<file path="config.mk">
export PLATFORM = sky130hd
export DESIGN_NAME = arm_instr_encoder
export DESIGN_NICKNAME = d
export VERILOG_FILES = /design/src/rtl/arm_instr_encoder.sv
export SDC_FILE = /design/constraint.sdc
export NUM_CORES = 1
export LEC_CHECK = 0
export BUFFER_PORTS_ARGS = -buffer_cell sky130_fd_sc_hd__buf_4
export CORE_ASPECT_RATIO = 1.5
export CORE_MARGIN = 2
export CORE_UTILIZATION = 55
export CTS_BUF_LIST = sky130_fd_sc_hd__clkbuf_4 sky130_fd_sc_hd__clkbuf_8
export DETAILED_ROUTE_END_ITERATION = 10
export PLACE_DENSITY = 0.86
export SYNTH_ARGS = -nofsm -noshare
export SYNTH_HDL_FRONTEND = slang
export SYNTH_SLANG_ARGS = --single-unit
</file>
<file path="constraint.sdc">
create_clock -name clk -period 5.5 [get_ports clk]
set_clock_uncertainty 0.2 [all_clocks]
set_input_delay 0.55 -clock clk [delete_from_list [all_inputs] [get_ports clk]]
set_output_delay 0.55 -clock clk [all_outputs]
set_load 0.02 [all_outputs]
</file>
<file path="src/rtl/arm_instr_encoder.sv">
// Assembles 32-bit machine words from instruction descriptors and writes them to
// consecutive instruction-memory addresses. One word per 2 cycles; rejects undecodable descriptors.
module arm_instr_encoder #(
  parameter int ADDR_W = 6
) (
  input  logic              clk,
  input  logic              rst_n,
  input  logic              start,
  input  logic              in_valid,
  output logic              in_ready,
  input  logic              in_last,
  input  logic [1:0]        in_kind,
  input  logic [3:0]        in_cond,
  input  logic [3:0]        in_cmd,
  input  logic              in_s,
  input  logic              in_imm,
  input  logic              in_load,
  input  logic [3:0]        in_rn,
  input  logic [3:0]        in_rd,
  input  logic [23:0]       in_operand,
  output logic              mem_we,
  output logic [ADDR_W-1:0] mem_addr,
  output logic [31:0]       mem_wdata,
  output logic              busy,
  output logic              done,
  output logic              error,
  output logic [1:0]        err_code,
  output logic [ADDR_W:0]   prog_len
);

  typedef enum logic [2:0] {
    S_IDLE,
    S_LOAD,
    S_WRITE,
    S_DONE,
    S_ERROR
  } state_e;

  localparam logic [1:0] KIND_DP  = 2'b00;
  localparam logic [1:0] KIND_MEM = 2'b01;
  localparam logic [1:0] KIND_BR  = 2'b10;

  localparam logic [3:0] CMD_AND = 4'b0000;
  localparam logic [3:0] CMD_SUB = 4'b0010;
  localparam logic [3:0] CMD_ADD = 4'b0100;
  localparam logic [3:0] CMD_ORR = 4'b1100;
  localparam logic [3:0] CMD_CMP = 4'b1010;

  localparam logic [1:0] ERR_KIND = 2'b01;
  localparam logic [1:0] ERR_CMD  = 2'b10;
  localparam logic [1:0] ERR_OVF  = 2'b11;

  localparam logic [ADDR_W-1:0] ADDR_ONE  = {{(ADDR_W-1){1'b0}}, 1'b1};
  localparam logic [ADDR_W:0]   COUNT_ONE = {{ADDR_W{1'b0}}, 1'b1};
  localparam logic [ADDR_W:0]   COUNT_FULL = {1'b1, {ADDR_W{1'b0}}};

  state_e            state_q, state_d;
  logic [ADDR_W-1:0] addr_q, addr_d;
  logic [ADDR_W:0]   count_q, count_d;
  logic [31:0]       word_q, word_d;
  logic              last_q, last_d;
  logic [ADDR_W-1:0] maddr_q, maddr_d;
  logic [1:0]        err_q, err_d;

  logic [31:0]       enc_word;
  logic              cmd_ok;
  logic              s_eff;
  logic [3:0]        rd_eff;
  logic [11:0]       dp_src2;

  always_comb begin
    cmd_ok = 1'b0;
    case (in_cmd)
      CMD_AND, CMD_SUB, CMD_ADD, CMD_ORR, CMD_CMP: cmd_ok = 1'b1;
      default:                                     cmd_ok = 1'b0;
    endcase
  end

  // CMP only exists to set flags, so S is forced and Rd is zeroed regardless of inputs.
  always_comb begin
    s_eff    = in_s;
    rd_eff   = in_rd;
    dp_src2  = in_imm ? in_operand[11:0] : {8'h00, in_operand[3:0]};
    enc_word = 32'h0;
    if (in_cmd == CMD_CMP) begin
      s_eff  = 1'b1;
      rd_eff = 4'b0000;
    end
    case (in_kind)
      KIND_DP:  enc_word = {in_cond, 2'b00, in_imm, in_cmd, s_eff, in_rn, rd_eff, dp_src2};
      KIND_MEM: enc_word = {in_cond, 2'b01, 5'b01100, in_load, in_rn, in_rd, in_operand[11:0]};
      KIND_BR:  enc_word = {in_cond, 4'b1010, in_operand};
      default:  enc_word = 32'h0;
    endcase
  end

  always_comb begin
    state_d = state_q;
    addr_d  = addr_q;
    count_d = count_q;
    word_d  = word_q;
    last_d  = last_q;
    maddr_d = maddr_q;
    err_d   = err_q;
    if (start) begin
      state_d = S_LOAD;
      addr_d  = '0;
      count_d = '0;
      err_d   = 2'b00;
    end else begin
      case (state_q)
        S_LOAD: begin
          if (in_valid) begin
            if (in_kind == 2'b11) begin
              state_d = S_ERROR;
              err_d   = ERR_KIND;
            end else if (in_kind == KIND_DP && !cmd_ok) begin
              state_d = S_ERROR;
              err_d   = ERR_CMD;
            end else if (count_q == COUNT_FULL) begin
              state_d = S_ERROR;
              err_d   = ERR_OVF;
            end else begin
              state_d = S_WRITE;
              word_d  = enc_word;
              last_d  = in_last;
              maddr_d = addr_q;
            end
          end
        end
        S_WRITE: begin
          addr_d  = addr_q + ADDR_ONE;
          count_d = count_q + COUNT_ONE;
          state_d = last_q ? S_DONE : S_LOAD;
        end
        default: state_d = state_q;
      endcase
    end
  end

  always_ff @(posedge clk or negedge rst_n) begin
    if (!rst_n) begin
      state_q <= S_IDLE;
      addr_q  <= '0;
      count_q <= '0;
      word_q  <= 32'h0;
      last_q  <= 1'b0;
      maddr_q <= '0;
      err_q   <= 2'b00;
    end else begin
      state_q <= state_d;
      addr_q  <= addr_d;
      count_q <= count_d;
      word_q  <= word_d;
      last_q  <= last_d;
      maddr_q <= maddr_d;
      err_q   <= err_d;
    end
  end

  // A start arriving during WRITE kills the strobe that same cycle so the aborted word never lands.
  assign mem_we    = (state_q == S_WRITE) && !start;
  assign in_ready  = (state_q == S_LOAD) && !start;
  assign mem_addr  = maddr_q;
  assign mem_wdata = word_q;
  assign busy      = (state_q == S_LOAD) || (state_q == S_WRITE);
  assign done      = (state_q == S_DONE);
  assign error     = (state_q == S_ERROR);
  assign err_code  = err_q;
  assign prog_len  = count_q;

endmodule

</file>
==> impl_metrics.json, run 1 <==
{
  "status": "finished clean",
  "io_pins": 102,
  "synthTopCellsByCount": "dfrtp_1 (57), nand2_1 (29), mux2i_1 (25), inv_1 (24), nor2_1 (23)",
  "dieHeight_um": 90.4,
  "gp_congestion": 0.801,
  "dieWidth_um": 61.6,
  "endpoint_kind": "register",
  "worst_slew_pin_slew_ns": 1.02,
  "dr.pass1.iters": 4,
  "ys_types": 39,
  "synth_top_area_share_pct": 52.1,
  "vias_per_cell": 5.11,
  "post-route-util_pct": 76.8,
  "yosysSeqAreaShare_pct": 52.1,
  "syn_avg_cell_area_um2": 10.8,
  "post-route-period-util_pct": 52.8,
  "peakVddDrop_mv": 0.233,
  "num_rows": 31,
  "worstSetupPathType": "register to register",
  "start_util_pct": 57.0,
  "ys.flop_type": "dfrtp_1",
  "area_growth_pct": 34.8,
  "cts_sinks": 57,
  "power.total_w": 0.00142,
  "antennaDiodeCount": 0,
  "cp-start-kind": "register",
  "io_buffer_count": 101,
  "grt_start_max_net_pins": 58,
  "syn_inst": 253,
  "holdWs_ns": 0.0643,
  "finalSetupViolCount": 0,
  "rsz0062_at_grt": "no",
  "grt_pass1_vias": 2157,
  "final_net_count": 407,
  "synth_nets": 306,
  "synth-seq-cells": 57,
  "fmaxAchievable_mhz": 344,
  "grt_pass1_wl_um": 9890,
  "rr_startpoint": "prog_len[0]$_DFFE_PN0P_",
  "grt_antenna_before_repair": 0,
  "post-dp-hpwl_um": 4500,
  "yosys.area.top_type": "dfrtp_1",
  "via_count": 2172,
  "clk_latency_ns": 0.33,
  "synthArstFlopShare_pct": 100,
  "clock_path_buffers": 2,
  "hold_buffers": 0,
  "cts_resized": 0,
  "fin_crit_ns": 2.90,
  "drt_iter0_drc": 83,
  "cts-htree-levels": 3,
  "hold_viol": 0,
  "power.density_nw_per_um2": 383,
  "cts_root_buffer": "clkbuf_8",
  "fin_tns_setup_ns": 0,
  "synthesis.area_um2": 2740,
  "synthMostInstantiatedCell": "dfrtp_1",
  "cap_violations": 0,
  "clk_pin_slew_worst_paths_ns": 0.06,
  "numCtsBuffers": 9,
  "post_cts_buffers": 0,
  "die_area_um2": 5570,
  "postRouteAntennaNets": 0,
  "synth.yosys.warnings": 0,
  "cp_max_fo": 39,
  "routed_wl_um": 6240,
  "final-max-slew-violation-count": 0,
  "synth_edf_count": 0,
  "critPathArrivalTime_ns": 2.92,
  "design.core.area_um2": 4810,
  "grt_usage_pct": 23.9,
  "relSlewSlack_pct": 32.1,
  "min_path_type": "input port to async pin",
  "grt-ovfl-total": 0,
  "p_leak_nw": 2.04,
  "crit_required_ns": 5.51,
  "ys_top_cells_by_area": "dfrtp_1 (52%), mux2i_1 (9.1%), mux2_2 (4.9%)",
  "drive_gt1_share_pct": 38.2,
  "cp-startpoint": "prog_len[0]$_DFFE_PN0P_",
  "routedWlPerCell_um": 14.7,
  "cts_tree": "yes",
  "drc_errors": 0
}
routing by layer:
metal	wire length, um	track usage [%]
met5	0	0
met3	415	7.31
met4	163	10.1
met1	2410	28.9
met2	3250	38.3
cells by family after synthesis:
| family | count (synthesis) | share of synthesized area, % |
|---|---|---|
| simple gates | 75 | 13.3 |
| flops | 57 | 52.1 |
| mux | 46 | 17.8 |
| buf+inv | 36 | 6.12 |
| compound gates | 25 | 5.89 |
| xor+xnor | 11 | 3.52 |
| fa+ha+maj | 3 | 1.37 |
critical path, stage by stage, from the launching register on:
cell	delay, ns
dfrtp_1	0.43
inv_1	0.07
ha_1	0.20
nand4bb_1	0.12
o31ai_1	0.11
or4_2	1.15
mux2_1	0.51
worst paths after layout:
path | to | slack, ns | cells past startpoint
max | mem_wdata[23]$_DFFE_PN0P_ | 2.60 | 6
min | addr_q[3]$_DFFE_PN0P_ | 0.06 | 1
max reg2reg | mem_wdata[23]$_DFFE_PN0P_ | 2.60 | 6
min reg2reg | err_code[1]$_DFFE_PN0P_ | 0.29 | 1
max in group asynchronous | prog_len[0]$_DFFE_PN0P_ | 4.56 | 1
min in group clk | last_q$_DFFE_PN0P_ | 0.23 | 2
final cells by class:
type                            instances  area [um^2]
Tap cell                               66         82.6
Clock inverter                          3         15.0
Inverter                               24         90.1
Sequential cell                        57         1430
Clock buffer                           13          166
Fill cell                             360         1120
Timing Repair Buffer                  102          766
Multi-Input combinational cell        160         1150
stage by stage:
step | cell area (um^2) | cells | setup slack (ns)
finish | 3690 | 425 | 2.60
global route | 3690 | 425 | 2.49
CTS | 3690 | 425 | 2.60
detailed placement | 3510 | 409 | 2.29
global placement | 3510 | 409 | 2.36
floorplan | 2740 | 253 | 3.21
registers in the layout, indices dropped and copies added, names as in the netlist:
name	flops
mem_wdata	32
last_q	1
prog_len	7
mem_addr	6
addr_q	6
state_q	3
err_code	2
cells in the final DEF, fill, tap and decap left out, types with 4 or more instances in the layout:
cell type / n
inv_1: 24
mux2_2: 12
a21oi_1: 5
mux2_1: 9
xor2_1: 8
mux2i_1: 25
buf_4: 102
dfrtp_1: 57
nand2_1: 29
nor2_1: 23
clkbuf_8: 11
o21ai_0: 7
nand4_1: 4
power by group:
group          switching (W)  total [W]  internal [W]
clock network       0.000160   0.000356      0.000196
registers          0.0000603   0.000581      0.000521
logic               0.000255   0.000479      0.000224
total               0.000475    0.00142      0.000941
Note: power is estimated with default switching activity, not from simulation.
==> inputs of run 2 (changes only) <==
--- a/config.mk
+++ b/config.mk
@@ -8,10 +8,10 @@
 export BUFFER_PORTS_ARGS = -buffer_cell sky130_fd_sc_hd__buf_4
 export CORE_ASPECT_RATIO = 1.5
 export CORE_MARGIN = 2
-export CORE_UTILIZATION = 55
+export CORE_UTILIZATION = 51
 export CTS_BUF_LIST = sky130_fd_sc_hd__clkbuf_4 sky130_fd_sc_hd__clkbuf_8
 export DETAILED_ROUTE_END_ITERATION = 10
-export PLACE_DENSITY = 0.86
+export PLACE_DENSITY = 0.8
 export SYNTH_ARGS = -nofsm -noshare
 export SYNTH_HDL_FRONTEND = slang
 export SYNTH_SLANG_ARGS = --single-unit
==> constraint.sdc (replaced) <==
create_clock -name clk -period 2.8 [get_ports clk]
set_clock_uncertainty 0.2 [all_clocks]
set_input_delay 0.28 -clock clk [delete_from_list [all_inputs] [get_ports clk]]
set_output_delay 0.28 -clock clk [all_outputs]
set_load 0.02 [all_outputs]
==> run 2 against run 1 <==
Effect of this change: worst setup slack lost 2.3 ns; sequential power up 98%; die area rose by 7.4%; first-iteration DRC count increased by 8.4%; total power grew 100%; flip-flop and latch count unchanged; fmax grew 18%; via count grew 3.5%; utilization shrank 1.6 points; critical endpoint is now mem_wdata[21]$_DFFE_PN0P_.
==> impl_metrics.json, run 2 (synthesized netlist as in run 1, its figures left out) <==
{
  "status": "finished clean",
  "finalSetupViolCount": 0,
  "worstSetupPathType": "register to register",
  "fin_crit_ns": 2.47,
  "crit_required_ns": 2.81,
  "rr_worst_depth": 7,
  "final_net_count": 425,
  "crit_family": "simple AND/OR/NAND/NOR gates",
  "hold_start": "in_operand[4]",
  "place_ws_ns": 0.371,
  "cap_violations": 0,
  "cts_root_buffer": "clkbuf_8",
  "layout_common_cells": "buf_4 (105), dfrtp_1 (57), nand2_1 (29)",
  "min_path_cells": 3,
  "mostFrequentLayoutCell": "buf_4",
  "drt_iter0_drc": 90,
  "dieHeight_um": 93.8,
  "drive_gt1_share_pct": 37.0,
  "cp-start-kind": "register",
  "clk_latency_ns": 0.33,
  "cts-htree-levels": 3,
  "dp_cells": 414,
  "hold_end": "mem_wdata[4]$_DFFE_PN0P_",
  "critPathBufInv": 2,
  "cp_max_fo": 23,
  "area_growth_pct": 41.8,
  "endpoint_kind": "register",
  "p_leak_nw": 2.12,
  "hold_viol": 0,
  "cts_tree": "yes",
  "routedWlPerCell_um": 14.5,
  "stdcell_count": 444,
  "rr_startpoint": "prog_len[0]$_DFFE_PN0P_",
  "grt_start_max_net_pins": 58,
  "gp_congestion": 0.770,
  "antennaDiodeCount": 0,
  "min_path_type": "input port to register",
  "io_buffer_count": 101,
  "grt_usage_pct": 22.7,
  "critPathArrivalTime_ns": 2.48,
  "start_util_pct": 53.1,
  "vias_per_cell": 5.07,
  "rsz0062_at_grt": "no",
  "cp_slowest_cell": "or4_2",
  "grt_pass1_wl_um": 10300,
  "post-route-period-util_pct": 88.2,
  "numCtsBuffers": 9,
  "design.core.area_um2": 5160,
  "clk_pin_slew_worst_paths_ns": 0.06,
  "final-max-slew-violation-count": 0,
  "grt-ovfl-total": 0,
  "cts_sinks": 57,
  "reg2reg_slack_ns": 0.33,
  "dr.pass1.iters": 4,
  "slowest_delay_ns": 0.63,
  "io_pins": 102,
  "post_cts_buffers": 0,
  "cp_cell_sequence": "inv_1, ha_1, nand4bb_1, o31ai_1, or4_2, buf_4, mux2_1",
  "drc_errors": 0,
  "timing.rr.end": "mem_wdata[21]$_DFFE_PN0P_",
  "fin_ws_ns": 0.329,
  "num_rows": 32,
  "via_count": 2249,
  "grt_pass1_vias": 2243,
  "relSlewSlack_pct": 52.6,
  "postRouteAntennaNets": 0,
  "post-dp-hpwl_um": 4490,
  "fillers": 383,
  "die_area_um2": 5990,
  "fin_tns_setup_ns": 0,
  "power.density_nw_per_um2": 741,
  "largest_reg_flops": 32,
  "routed_wl_um": 6440,
  "peakVddDrop_mv": 0.393,
  "fmaxAchievable_mhz": 405,
  "dieWidth_um": 63.9,
  "worst_slew_pin_slew_ns": 0.711,
  "grt_antenna_before_repair": 0,
  "clock_path_buffers": 2
}
run 2: timing repair:
action / CTS / global route
gates resized for setup: 0 / 0
hold buffers: 15 / 0
endpoints found under the hold margin: 71 / 0
run 2: area by class of cell:
type | instances | area, um^2 | area share, %
tap | 68 | 85.1 | 2.19
multi-input combinational | 160 | 1150 | 29.5
clock buffer | 12 | 159 | 4.09
timing repair buffer | 120 | 938 | 24.1
sequential | 57 | 1430 | 36.7
inverter | 24 | 90.1 | 2.32
clock inverter | 3 | 40.0 | 1.03
run 2: metal layers:
| layer | wire length [um] | up-vias | track usage (%) |
|---|---|---|---|
| met5 | 0 | - | 0 |
| met4 | 124 | 0 | 10.3 |
| met3 | 411 | 13 | 6.35 |
| met2 | 3270 | 78 | 37.9 |
| met1 | 2630 | 1077 | 26.7 |
| li1 | - | 1081 | - |
run 2: tightest hold or removal path, cell delays in order:
cell	delay (ns)
buf_4	0.11
nand2_1	0.04
mux2i_1	0.06
run 2: report_power, final:
| group | internal, W | total, W | switching [W] |
|---|---|---|---|
| combinational | 0.000456 | 0.000963 | 0.000507 |
| sequential | 0.00102 | 0.00115 | 0.000122 |
| clock | 0.000461 | 0.000770 | 0.000309 |
run 2: worst max path at each step:
stage                       startpoint                        end  depth (start not counted)
2_1_floorplan  prog_len[0]$_DFFE_PN0P_  mem_wdata[22]$_DFFE_PN0P_                          8
3_3_place_gp   prog_len[0]$_DFFE_PN0P_  mem_wdata[13]$_DFFE_PN0P_                          7
3_5_place_dp   prog_len[0]$_DFFE_PN0P_  mem_wdata[21]$_DFFE_PN0P_                          7
4_1_cts        prog_len[0]$_DFFE_PN0P_  mem_wdata[21]$_DFFE_PN0P_                          7
5_1_grt        prog_len[0]$_DFFE_PN0P_  mem_wdata[21]$_DFFE_PN0P_                          7
6_report       prog_len[0]$_DFFE_PN0P_  mem_wdata[21]$_DFFE_PN0P_                          7
run 2: through the flow:
stage	total power [W]	hold WS, ns	area [um^2]	util, %
floorplan	0.00165	-0.216	2740	-
finish	0.00288	0.00718	3890	75.2
global placement	0.00208	0.179	3540	68.5
global route	0.00302	0.0120	3890	75.2
CTS	0.00290	0.00478	3890	75.2
detailed placement	0.00211	0.180	3540	68.5
==> inputs of run 3 (changes only) <==
--- a/config.mk
+++ b/config.mk
@@ -11,7 +11,7 @@
 export CORE_UTILIZATION = 51
 export CTS_BUF_LIST = sky130_fd_sc_hd__clkbuf_4 sky130_fd_sc_hd__clkbuf_8
 export DETAILED_ROUTE_END_ITERATION = 10
-export PLACE_DENSITY = 0.8
+export PLACE_DENSITY_LB_ADDON = 0.2
 export SYNTH_ARGS = -nofsm -noshare
 export SYNTH_HDL_FRONTEND = slang
 export SYNTH_SLANG_ARGS = --single-unit
==> run 3 against run 2 <==
Effect of this change: worst setup slack improved by 0.0014 ns; global-route usage increased by 0.57 points; clock power decreased by 9.5%; fmax about the same; routed wire length increased by 2.1%; die area unchanged; critical path depth unchanged; non-clock buffer count increased by 2.
==> impl_metrics.json, run 3 (synthesized netlist as in run 1, its figures left out) <==
{
  "gp_congestion": 0.741,
  "cp_cell_sequence": "inv_1, ha_1, nand4bb_1, o31ai_1, or4_2, buf_4, mux2_1",
  "area_growth_pct": 41.9,
  "num_rows": 32,
  "clock_path_buffers": 2,
  "dr.pass1.iters": 4,
  "antennaDiodeCount": 0,
  "critPathBufInv": 2,
  "hold_viol": 0,
  "relSlewSlack_pct": 53.5,
  "slowest_delay_ns": 0.61,
  "path_depth": 7,
  "drive_gt1_share_pct": 36.9,
  "critPathArrivalTime_ns": 2.48,
  "grt_antenna_before_repair": 0,
  "grt-ovfl-total": 0,
  "layout_common_cells": "buf_4 (105), dfrtp_1 (57), nand2_1 (29)",
  "cts_root_buffer": "clkbuf_8",
  "grt_pass1_vias": 2263,
  "dieWidth_um": 63.9,
  "grt_usage_pct": 23.2,
  "post-route-period-util_pct": 88.2,
  "largest_reg_flops": 32,
  "io_pins": 102,
  "routed_wl_um": 6570,
  "post-dp-hpwl_um": 4590,
  "cts_tree": "yes",
  "clk_pin_slew_worst_paths_ns": 0.07,
  "crit_required_ns": 2.81,
  "io_buffer_count": 101,
  "timing.rr.end": "mem_wdata[13]$_DFFE_PN0P_",
  "cap_violations": 0,
  "p_sw_share_pct": 33.6,
  "drc_errors": 0,
  "start_util_pct": 53.1,
  "die_area_um2": 5990,
  "final_net_count": 427,
  "fmaxAchievable_mhz": 405,
  "cp-startpoint": "prog_len[0]$_DFFE_PN0P_",
  "postRouteAntennaNets": 0,
  "holdWs_ns": 0.0177,
  "grt_start_max_net_pins": 58,
  "power.total_w": 0.00281,
  "vias_per_cell": 4.99,
  "crit_family": "simple AND/OR/NAND/NOR gates",
  "min_path_cells": 3,
  "cp-start-kind": "register",
  "p_sw_w": 0.000945,
  "via_count": 2231,
  "peakVddDrop_mv": 0.475,
  "mostFrequentLayoutCell": "buf_4",
  "stdcell_count": 447,
  "cts_sinks": 57,
  "reg2reg_slack_ns": 0.33,
  "drt_iter0_drc": 72,
  "fillers": 366,
  "dp_cells": 414,
  "fin_tns_setup_ns": 0,
  "crit_path_end": "mem_wdata[13]$_DFFE_PN0P_",
  "pwr-share-comb_pct": 34.6,
  "share_seq_of_total_power_pct": 40.6,
  "dieHeight_um": 93.8,
  "routedWlPerCell_um": 14.7,
  "cts-htree-levels": 3,
  "finalSetupViolCount": 0,
  "final-max-slew-violation-count": 0,
  "rr_startpoint": "prog_len[0]$_DFFE_PN0P_",
  "power.density_nw_per_um2": 723,
  "rr_worst_depth": 7,
  "rsz0062_at_grt": "no",
  "cp_max_fo": 34,
  "post-route-util_pct": 75.3,
  "clkPwrFrac_pct": 24.8,
  "numCtsBuffers": 9,
  "grt_pass1_wl_um": 10500,
  "cp_slowest_cell": "or4_2",
  "worst_slew_pin_slew_ns": 0.698,
  "status": "finished clean",
  "worstSetupPathType": "register to register",
  "fin_crit_ns": 2.47,
  "clk_latency_ns": 0.34,
  "min_path_type": "input port to register",
  "intPower_w": 0.00187,
  "design.core.area_um2": 5160,
  "post_cts_buffers": 0,
  "p_leak_nw": 2.12,
  "endpoint_kind": "register"
}
[run 3: cell count changes in the layout (fill, tap and decap cells not counted), sizes merged]
cell | previous run | this run
bufinv | 1 | 0
clkbuf | 12 | 13
clkinv | 2 | 3
dlygate4sd3 | 15 | 17
[run 3: area by class of cell]
type,instances,area [um^2],area share [%]
Tap cell,68,85.1,2.19
Clock buffer,13,166,4.28
Multi-Input combinational cell,160,1150,29.5
Inverter,24,90.1,2.32
Clock inverter,3,15.0,0.386
Sequential cell,57,1430,36.7
Timing Repair Buffer,122,958,24.6
[run 3: how the worst min path moves through the flow]
stage	end	slack (ns)	startpoint
3_5_place_dp	mem_wdata[10]$_DFFE_PN0P_	0.17	rst_n
6_report	mem_wdata[28]$_DFFE_PN0P_	0.02	in_cond[0]
3_3_place_gp	mem_wdata[10]$_DFFE_PN0P_	0.17	rst_n
2_1_floorplan	addr_q[0]$_DFFE_PN0P_	-0.22	rst_n
5_1_grt	mem_wdata[28]$_DFFE_PN0P_	0.01	in_cond[0]
4_1_cts	mem_wdata[28]$_DFFE_PN0P_	0.009	in_cond[0]
[run 3: metrics by stage]
stage,setup slack (ns),instance area (um^2)
floorplan,0.507,2740
global placement,0.400,3540
detailed placement,0.345,3540
CTS,0.327,3890
global route,0.232,3890
finish,0.331,3890
[run 3: repair_timing]
| item | 4_1_cts | 5_1_grt |
|---|---|---|
| hold buffers | 17 | 0 |
| gates resized for setup | 0 | 0 |
| endpoints found under the hold margin | 73 | 0 |
[run 3: power by group through the flow]
stage               logic, W  clock network (W)  registers [W]
CTS                 0.000979           0.000710        0.00114
finish              0.000972           0.000697        0.00114
floorplan           0.000276                  0        0.00137
global route         0.00104           0.000753        0.00116
global placement    0.000936                  0        0.00115
detailed placement  0.000958                  0        0.00115
[run 3: routing by layer]
layer | wire length (um) | global-route usage [%] | share of wire, %
met1 | 2560 | 26.0 | 39
met4 | 108 | 9.24 | 1.6
met5 | 0 | 0 | 0
met3 | 333 | 5.64 | 5.1
met2 | 3570 | 41.8 | 54
[run 3: tightest hold or removal path, stage by stage]
cell	delay (ns)
buf_4	0.11
nand2_1	0.06
mux2i_1	0.06
